==> config.mk <==
export PLATFORM = sky130hd
export DESIGN_NAME = serial_sum_collector_flat
export DESIGN_NICKNAME = d
export VERILOG_FILES = /design/src/rtl/serial_sum_collector_if.sv /design/src/rtl/serial_sum_collector.sv /design/src/flat_wrapper.sv
export SDC_FILE = /design/constraint.sdc
export NUM_CORES = 1
export LEC_CHECK = 0
export ABC_AREA = 1
export CAP_MARGIN = 40
export CORE_MARGIN = 8
export CORE_UTILIZATION = 40
export DETAILED_ROUTE_END_ITERATION = 7
export GPL_TIMING_DRIVEN = 1
export PLACE_DENSITY_LB_ADDON = 0.15
export REMOVE_ABC_BUFFERS = 1
export SLEW_MARGIN = 20
export SYNTH_ARGS = -nofsm -noshare
export SYNTH_HDL_FRONTEND = slang
export SYNTH_SLANG_ARGS = --single-unit
==> constraint.sdc <==
create_clock -name clk -period 0.95 [get_ports clk]
set_input_delay 0.1425 -clock clk [delete_from_list [all_inputs] [get_ports clk]]
set_output_delay 0.1425 -clock clk [all_outputs]
set_load 0.01 [all_outputs]
==> src/rtl/serial_sum_collector_if.sv <==
// rtl/serial_sum_collector_if.sv - serial bit stream and parallel result handshake bundle
interface serial_sum_collector_if #(
    parameter int WIDTH = 4
);
    logic             sum_bit;
    logic             carry_bit;
    logic             bit_valid;
    logic             bit_ready;
    logic [WIDTH-1:0] result;
    logic             result_cout;
    logic             result_valid;
    logic             result_ready;

    // Collector side: consumes the serial stream, produces the result word.
    modport slave (
        input  sum_bit,
        input  carry_bit,
        input  bit_valid,
        output bit_ready,
        output result,
        output result_cout,
        output result_valid,
        input  result_ready
    );

    // Environment side: drives the serial stream, takes the result word.
    modport master (
        output sum_bit,
        output carry_bit,
        output bit_valid,
        input  bit_ready,
        input  result,
        input  result_cout,
        input  result_valid,
        output result_ready
    );
endinterface

==> src/rtl/serial_sum_collector.sv <==
// rtl/serial_sum_collector.sv - deserialises an LSB-first adder sum stream (option: SUM_COLLECTOR_NO_BUBBLE_EN)
module serial_sum_collector #(
    parameter int WIDTH = 4,
    parameter int CNT_W = 8
) (
    input  logic                     clk,
    input  logic                     rst,
    input  logic                     clear,
    serial_sum_collector_if.slave    bus,
    output logic [$clog2(WIDTH)-1:0] bit_index,
    output logic [CNT_W-1:0]         words_done
);
    localparam int IDX_W = $clog2(WIDTH);
    localparam logic [IDX_W-1:0] LAST_IDX = IDX_W'(WIDTH - 1);

    typedef enum logic {
        COLLECT = 1'b0,
        FULL    = 1'b1
    } state_t;

    state_t           state;
    state_t           state_nx;
    logic [WIDTH-1:0] shreg;
    logic [WIDTH-1:0] result_q;
    logic             cout_q;
    logic             bit_ready_c;
    logic             result_valid_c;
    logic             accept;
    logic             handoff;

    assign accept           = bus.bit_valid & bit_ready_c;
    assign handoff          = result_valid_c & bus.result_ready;
    assign bus.bit_ready    = bit_ready_c;
    assign bus.result_valid = result_valid_c;
    assign bus.result       = result_q;
    assign bus.result_cout  = cout_q;

    // State register.
    always_ff @(posedge clk or negedge rst) begin
        if (!rst) begin
            state <= COLLECT;
        end else begin
            state <= state_nx;
        end
    end

    // Next state: a word completes on the last accepted bit, leaves FULL on handoff; clear wins.
    always_comb begin
        state_nx = state;
        if (clear) begin
            state_nx = COLLECT;
        end else begin
            case (state)
                COLLECT: if (accept && bit_index == LAST_IDX) state_nx = FULL;
                FULL:    if (handoff) state_nx = COLLECT;
                default: state_nx = COLLECT;
            endcase
        end
    end

    // Handshake outputs decoded from state; the no-bubble build forwards result_ready to bit_ready.
    always_comb begin
        result_valid_c = (state == FULL);
`ifdef SUM_COLLECTOR_NO_BUBBLE_EN
        bit_ready_c    = (state == COLLECT) | bus.result_ready;
`else
        bit_ready_c    = (state == COLLECT);
`endif
    end

    // Datapath: shift register, bit counter, result capture and handoff counter.
    // The shift register is zeroed when a word completes, so a bit accepted on a
    // handoff edge (no-bubble build) shifts in exactly like bit 0 from COLLECT.
    always_ff @(posedge clk or negedge rst) begin
        if (!rst) begin
            shreg      <= '0;
            bit_index  <= '0;
            result_q   <= '0;
            cout_q     <= 1'b0;
            words_done <= '0;
        end else if (clear) begin
            shreg     <= '0;
            bit_index <= '0;
        end else begin
            if (handoff) begin
                words_done <= words_done + CNT_W'(1);
            end
            if (accept) begin
                if (bit_index == LAST_IDX) begin
                    result_q  <= {bus.sum_bit, shreg[WIDTH-1:1]};
                    cout_q    <= bus.carry_bit;
                    bit_index <= '0;
                    shreg     <= '0;
                end else begin
                    shreg     <= {bus.sum_bit, shreg[WIDTH-1:1]};
                    bit_index <= bit_index + IDX_W'(1);
                end
            end
        end
    end
endmodule
==> src/flat_wrapper.sv <==
// flat-port wrapper written by rule: the top's interface ports become plain ports
module serial_sum_collector_flat 
#(
    parameter int WIDTH = 4,
    parameter int CNT_W = 8
)
  (clk, rst, clear, bit_index, words_done, bus_sum_bit, bus_carry_bit, bus_bit_valid, bus_bit_ready, bus_result, bus_result_cout, bus_result_valid, bus_result_ready);
  serial_sum_collector_if #(.WIDTH(WIDTH)) bus_i ();
  input  logic clk;
  input  logic rst;
  input  logic clear;
  output logic [$clog2(WIDTH)-1:0] bit_index;
  output logic [CNT_W-1:0] words_done;
  input wire logic [$bits(bus_i.sum_bit)-1:0] bus_sum_bit;
  input wire logic [$bits(bus_i.carry_bit)-1:0] bus_carry_bit;
  input wire logic [$bits(bus_i.bit_valid)-1:0] bus_bit_valid;
  output wire logic [$bits(bus_i.bit_ready)-1:0] bus_bit_ready;
  output wire logic [$bits(bus_i.result)-1:0] bus_result;
  output wire logic [$bits(bus_i.result_cout)-1:0] bus_result_cout;
  output wire logic [$bits(bus_i.result_valid)-1:0] bus_result_valid;
  input wire logic [$bits(bus_i.result_ready)-1:0] bus_result_ready;
  assign bus_i.sum_bit = bus_sum_bit;
  assign bus_i.carry_bit = bus_carry_bit;
  assign bus_i.bit_valid = bus_bit_valid;
  assign bus_bit_ready = bus_i.bit_ready;
  assign bus_result = bus_i.result;
  assign bus_result_cout = bus_i.result_cout;
  assign bus_result_valid = bus_i.result_valid;
  assign bus_i.result_ready = bus_result_ready;
  serial_sum_collector #(.WIDTH(WIDTH), .CNT_W(CNT_W)) u_core (.clk(clk), .rst(rst), .clear(clear), .bus(bus_i), .bit_index(bit_index), .words_done(words_done));
endmodule
=== Word-level counts from Yosys, hierarchy flattened ===
Index checks and enable logic that the tools add are counted.

* Bits in registers: 20
* Output and inout bits: 17
* Word-level logic and storage cells: 27
* Bits of input ports: 7

* Multiplexer cells: 10
* Eq/ne operators: 1
* $add $sub $neg: 2
* Bitwise gates (word level): 4
* Reduce and logical (&&, ||, !) cells: 4

{| class="wikitable"
|+ Operator list
! cell !! number
|-
| 4-bit two-way mux || 3
|-
| 8-bit by 1-bit adder with 8-bit output (second input constant) || 1
|-
| 2-bit two-way mux || 3
|-
| 1-bit two-way mux || 3
|-
| 3-bit AND reduction || 1
|-
| 2-bit by 1-bit adder with 2-bit output (second input constant) || 1
|-
| 1-bit bitwise AND || 2
|-
| 2-bit == test (second input constant) || 1
|-
| 1-bit NOT || 2
|-
| 1-bit case mux with 2 select lines || 1
|-
| 2-bit AND reduction || 1
|-
| 2-bit nonzero test || 1
|-
| 1-bit logical AND || 1
|}

=== Depth between registers and ports, before layout ===
Gate-level depths: netlist (run 1).

* Depth after elaboration: 6
* Mapped depth: 7

=== Least setup slack after synthesis (run 1) ===
No wires, ideal clock.

* Path type: flip-flop to flip-flop
* Start: reg u_core.words_done[1]
* End: reg u_core.words_done[6]
* Required time: 0.837 ns
* Period minus slack after synthesis: 1.124 ns
* Cell stages (with the launch flop): 7
* Buffers on the path: 0
* Arrival time: 1.011 ns
* Path slack: -0.174 ns
* Cell sequence: dfrtp_1 -> ha_1 -> nand3_1 -> nor2_2 -> nand3_1 -> nand2_1 -> inv_1

* Word-level cells in the longest chain between the ends: 1

{| class="wikitable"
|+ RTL lines
! what !! line !! text
|-
| start: declaration || serial_sum_collector.sv:11 || <nowiki>output logic [CNT_W-1:0] words_done</nowiki>
|-
| start signal: assignment || serial_sum_collector.sv:86 || <nowiki>words_done <= words_done + CNT_W'(1);</nowiki>
|-
| 8-bit by 1-bit adder with 8-bit output || serial_sum_collector.sv:86 ||
|}

Every way passes these cells.
A chain may end at the register's enable or synchronous reset.

=== Final worst setup path (run 1) ===
* Start: reg u_core.bit_index[1]
* End: reg u_core.shreg[3]

* Word-level cells in the longest chain between the ends: 4

{| class="wikitable"
|+ RTL lines
! what !! line !! text
|-
| start: declaration || serial_sum_collector.sv:10 || <nowiki>output logic [$clog2(WIDTH)-1:0] bit_index,</nowiki>
|-
| start signal: assignment || serial_sum_collector.sv:96 || <nowiki>bit_index <= bit_index + IDX_W'(1);</nowiki>
|-
| 2-bit == test || serial_sum_collector.sv:89 || <nowiki>if (bit_index == LAST_IDX) begin</nowiki>
|-
| 4-bit two-way mux || serial_sum_collector.sv:89 ||
|-
| 4-bit two-way mux || serial_sum_collector.sv:88 || <nowiki>if (accept) begin</nowiki>
|-
| 4-bit two-way mux || serial_sum_collector.sv:81 || <nowiki>end else if (clear) begin</nowiki>
|-
| end signal: assignment || serial_sum_collector.sv:95 || <nowiki>shreg <= {bus.sum_bit, shreg[WIDTH-1:1]};</nowiki>
|-
| end: declaration || serial_sum_collector.sv:23 || <nowiki>logic [WIDTH-1:0] shreg;</nowiki>
|}

Every way passes these cells. The select of a mux whose other input is x is not followed.

==> results_dict.tcl, run 1 <==
set metrics [dict create \
    status "finished with violations" \
    violations "negative setup slack" \
    drive_above_1_share_pct 49.68 \
    r2r_setup_slack_ns -0.14 \
    startpoint_type "register" \
    clock_power_share_pct 23.0 \
    grt_max_degree 20 \
    period_share_pct 114.9 \
    die_h_um 63.92 \
    h-tree-depth 1 \
    synthTopCellsByArea "dfrtp_1 (52%), nand2_1 (11%), inv_1 (5.3%)" \
    drv_cap 0 \
    areaGrowthSynthToFinish_pct 59.54 \
    antennaDiodeCount 0 \
    ant_nets 0 \
    path_cells "buf_4, ha_4, inv_1, nand2_1, o22ai_1" \
    row_count 17 \
    dpl_cell_area_mm2 0.001346 \
    setup_ws_ns -0.1416 \
    critPathRequiredTime_ns 1.18 \
    synth_top_family_by_area "simple AND/OR/NAND/NOR gates" \
    crit_slowest_cell "dfrtp_1" \
    r2r_end "u_core.shreg[3]$_DFFE_PN0P_" \
    critPathBufInv 2 \
    cts_sinks 19 \
    cp_top_family "flip-flops" \
    ios 24 \
    period_needed_ns 1.092 \
    via_per_inst 4.678 \
    hold_viol 0 \
    synth-compound-area-share_pct 7.221 \
    max_freq_mhz 916.1 \
    synth-simple-area-share_pct 26.98 \
    clockRootBuffer "clkbuf_4" \
    critPathKind "reg2reg" \
    yosys-mux-area-fraction_pct 0 \
    ys_ff_latch 19 \
    yosys.area.top_type_share_pct 51.77 \
    dieArea_mm2 0.004085 \
    place_congestion 0.7914 \
    crit_arrival_ns 1.32 \
    ir_drop_uv 810.2 \
    powerDensity_mw_per_mm2 1236 \
    final_nets 166 \
    synth_cell_type_count 19 \
    grt_pass1_vias 874 \
    crit_path_max_fanout 3 \
    cts_tree "built" \
    synth_top_area_cell "dfrtp_1" \
    initial_utilization_pct 41.92 \
    p_leak_nw 0.7615 \
    coreArea_mm2 0.002191 \
    drv_slew 0 \
    dieWidth_um 63.92 \
    numPortBuffers 23 \
    num_vias 856 \
    drc 0 \
    cts_buffer_depth 2 \
    p_sw_share_pct 30.00 \
    slew_headroom_pct 81.15 \
    ys_seq_area_share_pct 51.77 \
    avgSynthCellArea_um2 9.277 \
    yosys_warnings 0 \
    end_kind "register" \
    synth-main-ff-cell "dfrtp_1" \
    synthXorXnorAreaFrac_pct 3.815 \
    fillers 173 \
    clk_latency_ns 0.30 \
    pwr-share-comb_pct 26.6 \
    antenna_found_initial 0 \
    drtPass1Iterations 4 \
    synth_area_um2 918.4 \
    seqPwrFrac_pct 50.4 \
    rsz0062_at_grt "true" \
    cts_buffers 3 \
    hp-class "in2async" \
    fin_skew_ns 0.008542 \
    async_flop_share_pct 100.0 \
    post-route-cell-area_mm2 0.001465 \
    max_stage_delay_ns 0.42 \
    clkSlewWorstSetupHoldPaths_ns 0.12 \
    r2r_start "u_core.bit_index[1]$_DFFE_PN0P_" \
    synth-edff-count 0 \
    hpwl_um 1555 \
    p_int_mw 1.268 \
    grt_pass1_wl_um 3774 \
    drt-initial-drc-count 20 \
    setup_viol 36 \
    worst_slew_pin_slew_ns 0.2827 \
    wirelength_um 2402 \
    routedWlPerCell_um 13.13 \
    grt.overflow.total 0 \
    netlist_instances 99 \
    synthAdderAreaFrac_pct 4.087 \
    grt_usage_pct 11.24 \
    finalPower_mw 1.811 \
    reg2reg_depth 5 \
    p_sw_mw 0.5432 \
]
==> metrics by stage <==
step                util (%)  hold slack, ns  TNS [ns]  cells  setup slack, ns
floorplan                  -         -0.1531    -1.686     99          -0.1739
global placement       61.45          0.4532    -6.622    170          -0.3590
detailed placement     61.45          0.4690    -7.059    170          -0.3986
CTS                    62.76          0.1669    -2.249    179          -0.1210
global route           66.88          0.1651    -4.471    183          -0.2157
finish                 66.88          0.1649    -2.545    183          -0.1416
==> worst max-delay path by stage <==
stage,from,to,slack [ns],cells past startpoint
floorplan,u_core.words_done[1]$_DFFE_PN0P_,u_core.words_done[6]$_DFFE_PN0P_,-0.17,6
global placement,clear,u_core.words_done[6]$_DFFE_PN0P_,-0.36,7
detailed placement,clear,u_core.words_done[5]$_DFFE_PN0P_,-0.40,7
CTS,u_core.bus.result_valid$_DFF_PN0_,u_core.bus.result[3]$_DFFE_PN0P_,-0.12,6
global route,u_core.words_done[0]$_DFFE_PN0P_,u_core.words_done[4]$_DFFE_PN0P_,-0.22,4
finish,u_core.bit_index[1]$_DFFE_PN0P_,u_core.shreg[3]$_DFFE_PN0P_,-0.14,5
==> cells in the final DEF, fill, tap and decap left out, types with 2 or more instances in the layout <==
master / synthesis / final
nand2_4: 2 / 3
clkbuf_4: 0 / 3
ha_4: 0 / 2
dfrtp_1: 19 / 19
o22ai_1: 3 / 2
inv_2: 2 / 3
xor2_1: 3 / 2
nand2_2: 0 / 2
nor2_4: 2 / 5
buf_6: 0 / 4
inv_1: 13 / 12
nand3_2: 0 / 3
nand3_1: 8 / 5
nor2_1: 5 / 4
buf_4: 0 / 26
nand2_1: 27 / 24
clkdlybuf4s50_1: 0 / 5
buf_2: 0 / 15
o21ai_2: 4 / 5
==> state kept, by name (all words and copies together) (netlist names) <==
signal	flops
u_core.words_done	8
u_core.bus.result	4
u_core.shreg	3
u_core.bit_index	2
u_core.bus.result_cout	1
u_core.bus.result_valid	1
==> cell type report <==
class,instances,area (µm²),area share (%)
timing repair buffer,52,394.1,26.90
clock buffer,3,22.52,1.537
clock inverter,1,5.005,0.3416
multi-input combinational,65,476.7,32.54
tap,28,35.03,2.391
inverter,15,56.30,3.843
sequential,19,475.5,32.45
==> timing repair <==
item,CTS,global route
hold buffers,0,0
resized for setup,80,14
setup endpoints to repair,34,36
buffers inserted,5,4
pin swaps,11,7
==> layer usage <==
layer  routed length (µm)  vias to the layer above  share of wire, %  global-route usage (%)
li1                     -                      422                 -                       -
met1                 1062                      415                44                   12.75
met4                   18                        0              0.75                   5.014
met2                 1218                       17                51                   18.82
met5                    0                        -                 0                       0
met3                  102                        2               4.2                   3.659
==> cells by family after synthesis <==
family	count (synthesis)
buffers and inverters	15
xor gates and xnor gates	4
and+or+nand+nor	49
adders and majority gates	3
DFF	19
AOI/OAI and AO/OA	9
==> synth_stat cells (3+ instances only) <==
library cell / instances
dfrtp_1: 19
ha_1: 3
inv_1: 13
nand2_1: 27
nand3_1: 8
nor2_1: 5
o21ai_2: 4
o22ai_1: 3
xor2_1: 3
==> power groups by stage <==
stage	clock network, mW	registers (mW)	logic, mW
6_report	0.417	0.913	0.481
3_3_place_gp	0	0.925	0.422
3_5_place_dp	0	0.930	0.431
2_1_floorplan	0	0.962	0.121
5_1_grt	0.448	0.922	0.526
4_1_cts	0.425	0.909	0.426
(Power assumes the default switching activity.)
==> run 2: changes to the inputs <==
Settings changed: DONT_BUFFER_PORTS set to 1.
==> run 2 against run 1 <==
Against the previous run:
- the run still ends with negative setup slack left
- count of clock-buffer cells in the layout is the same
- worst hold slack lost 0.12 ns
- fmax fell by 3.4%
- largest power group unchanged
- register-to-register slack got worse by 0.04 ns
- non-clock buffer count decreased by 12
- sequential share of layout area is 1.3 points lower
- first-iteration DRC count is 10% lower
- critical path depth shrank 3
- global-route usage grew 1.5 points
- wire length rose by 0.83%
- highest routed layer unchanged
- critical endpoint is now words_done[1]
- setup slack worse by 0.038 ns
- design area rose by 4.6%
==> results_dict.tcl, run 2 (same netlist as run 1, synthesis figures left out) <==
set metrics [dict create \
    status "finished with violations" \
    violations "negative setup slack" \
    crit_arrival_ns 0.99 \
    slew_headroom_pct 78.79 \
    cp_top_family "flip-flops" \
    rsz0062_at_grt "true" \
    max_freq_mhz 885.3 \
    end_kind "output pin" \
    pwr-share-comb_pct 25.8 \
    cts_sinks 19 \
    die_h_um 63.92 \
    p_leak_nw 0.7497 \
    h-tree-depth 1 \
    powerDensity_mw_per_mm2 1219 \
    wirelength_um 2422 \
    largest_reg_flops 8 \
    final_common_cell "buf_6" \
    cts_buffers 3 \
    grt.overflow.total 0 \
    clock_power_share_pct 23.8 \
    setup_viol 30 \
    grt_pass1_wl_um 4105 \
    drc 0 \
    num_vias 808 \
    drt-initial-drc-count 18 \
    dieArea_mm2 0.004085 \
    hp-class "in2reg" \
    p_sw_mw 0.5744 \
    clockRootBuffer "clkbuf_4" \
    finalPower_mw 1.869 \
    initial_utilization_pct 41.92 \
    p_int_mw 1.295 \
    cts_tree "built" \
    critPathKind "reg2out" \
    crit_top_cell "buf_6" \
    via_per_inst 4.698 \
    grt_max_degree 20 \
    critPathBufInv 2 \
    max_stage_delay_ns 0.44 \
    clkSlewWorstSetupHoldPaths_ns 0.12 \
    layout_common_cells "buf_6 (20), nand2_1 (17), dfrtp_1 (17)" \
    final_nets 155 \
    coreArea_mm2 0.002191 \
    startpoint_type "register" \
    ir_drop_uv 915.6 \
    critPathRequiredTime_ns 0.81 \
    dp_slack_ns -0.1845 \
    setup_ws_ns -0.1795 \
    hold_slack_ns 0.04463 \
    grt_pass1_vias 910 \
    drtPass1Iterations 5 \
    place_congestion 0.7359 \
    areaGrowthSynthToFinish_pct 66.89 \
    ios 24 \
    dieWidth_um 63.92 \
    crit_path_max_fanout 3 \
    grt_usage_pct 12.76 \
    fin_skew_ns 0.006400 \
    antennaDiodeCount 0 \
    period_share_pct 118.9 \
    crit_slowest_cell "dfrtp_1" \
    row_count 17 \
    clk_latency_ns 0.31 \
    hpwl_um 1498 \
    routedWlPerCell_um 14.08 \
    drv_slew 0 \
    period_needed_ns 1.130 \
    numPortBuffers 0 \
    worst_slew_pin_slew_ns 0.3171 \
    max_flop_register "u_core.words_done" \
    hold_viol 0 \
    p_sw_share_pct 30.73 \
    ant_nets 0 \
    path_cells "buf_6, buf_6" \
    drive_above_1_share_pct 56.25 \
    antenna_found_initial 0 \
    cts_buffer_depth 2 \
    fillers 176 \
    drv_cap 0 \
    seqPwrFrac_pct 50.3 \
]
-- run 2: changes by cell type in the layout (fill, tap and decap cells not counted), sizes merged --
cell,previous run,this run
nand2,29,30
dlygate4sd3,0,6
dlygate4sd2,1,0
buf,46,34
clkdlybuf4s50,5,0
clkinvlp,0,1
clkinv,1,0
-- run 2: final cells by class --
| cell class | instances | area (µm²) | share of cell area, % |
|---|---|---|---|
| clock buffer | 3 | 22.52 | 1.469 |
| multi-input combinational | 66 | 523.0 | 34.12 |
| timing repair buffer | 40 | 410.4 | 26.78 |
| clock inverter | 1 | 7.507 | 0.4898 |
| sequential | 19 | 478.0 | 31.18 |
| inverter | 15 | 56.30 | 3.673 |
| tap | 28 | 35.03 | 2.286 |
-- run 2: worst paths after layout --
kind	start	to	slack [ns]	cells past startpoint
setup / recovery	u_core.words_done[1]$_DFFE_PN0P_	words_done[1]	-0.18	2
hold / removal	clear	u_core.bus.result_valid$_DFF_PN0_	0.04	3
setup reg to reg	u_core.bus.result_valid$_DFF_PN0_	u_core.shreg[2]$_DFFE_PN0P_	-0.18	6
hold reg to reg	u_core.shreg[1]$_DFFE_PN0P_	u_core.bus.result[0]$_DFFE_PN0P_	0.54	2
max in group asynchronous	rst	u_core.bus.result_valid$_DFF_PN0_	0.39	2
min in group asynchronous	rst	u_core.words_done[7]$_DFFE_PN0P_	0.14	1
-- run 2: tightest hold or removal path, stage by stage --
cell and delay (ns):
nor2_4 0.04, nand2_1 0.08, o31ai_1 0.07
-- run 2: metal layers --
metal | part of all wire [%] | vias up | GRT usage (%)
met3 | 6.4 | 4 | 5.052
li1 | - | 404 | -
met4 | 1.7 | 0 | 8.357
met2 | 53 | 15 | 21.08
met1 | 39 | 385 | 13.16
met5 | 0 | - | 0
-- run 2: through the flow --
stage                     instances  setup TNS, ns  cell area, µm²  util [%]
after detailed placement        148         -1.505            1111     50.71
after global routing            172         -5.344            1533     69.96
after floorplan                  99         -1.686           918.4         -
after global placement          148         -1.111            1111     50.71
after CTS                       168         -4.460            1434     65.45
final                           172         -3.927            1533     69.96
-- run 2: timing repair --
item	CTS	global route
cloned	1	0
resized for setup	42	15
pin swaps	14	9
endpoints found under the setup margin	28	30
hold buffers	6	0
setup buffers	9	3
endpoints found under the hold margin	24	0
-- run 2: power by group through the flow --
stage                     registers [mW]  logic, mW  clock network (mW)
after floorplan                    0.962      0.121                   0
after global placement             0.945      0.274                   0
after detailed placement           0.948      0.278                   0
after CTS                          0.940      0.426               0.457
after global routing               0.951      0.528               0.505
final                              0.941      0.483               0.445
==> run 3: changes to the inputs <==
Settings changed: TNS_END_PERCENT set to 100.
==> results of run 3 <==
The final DEF is identical to that of run 2; final timing and power are the same.
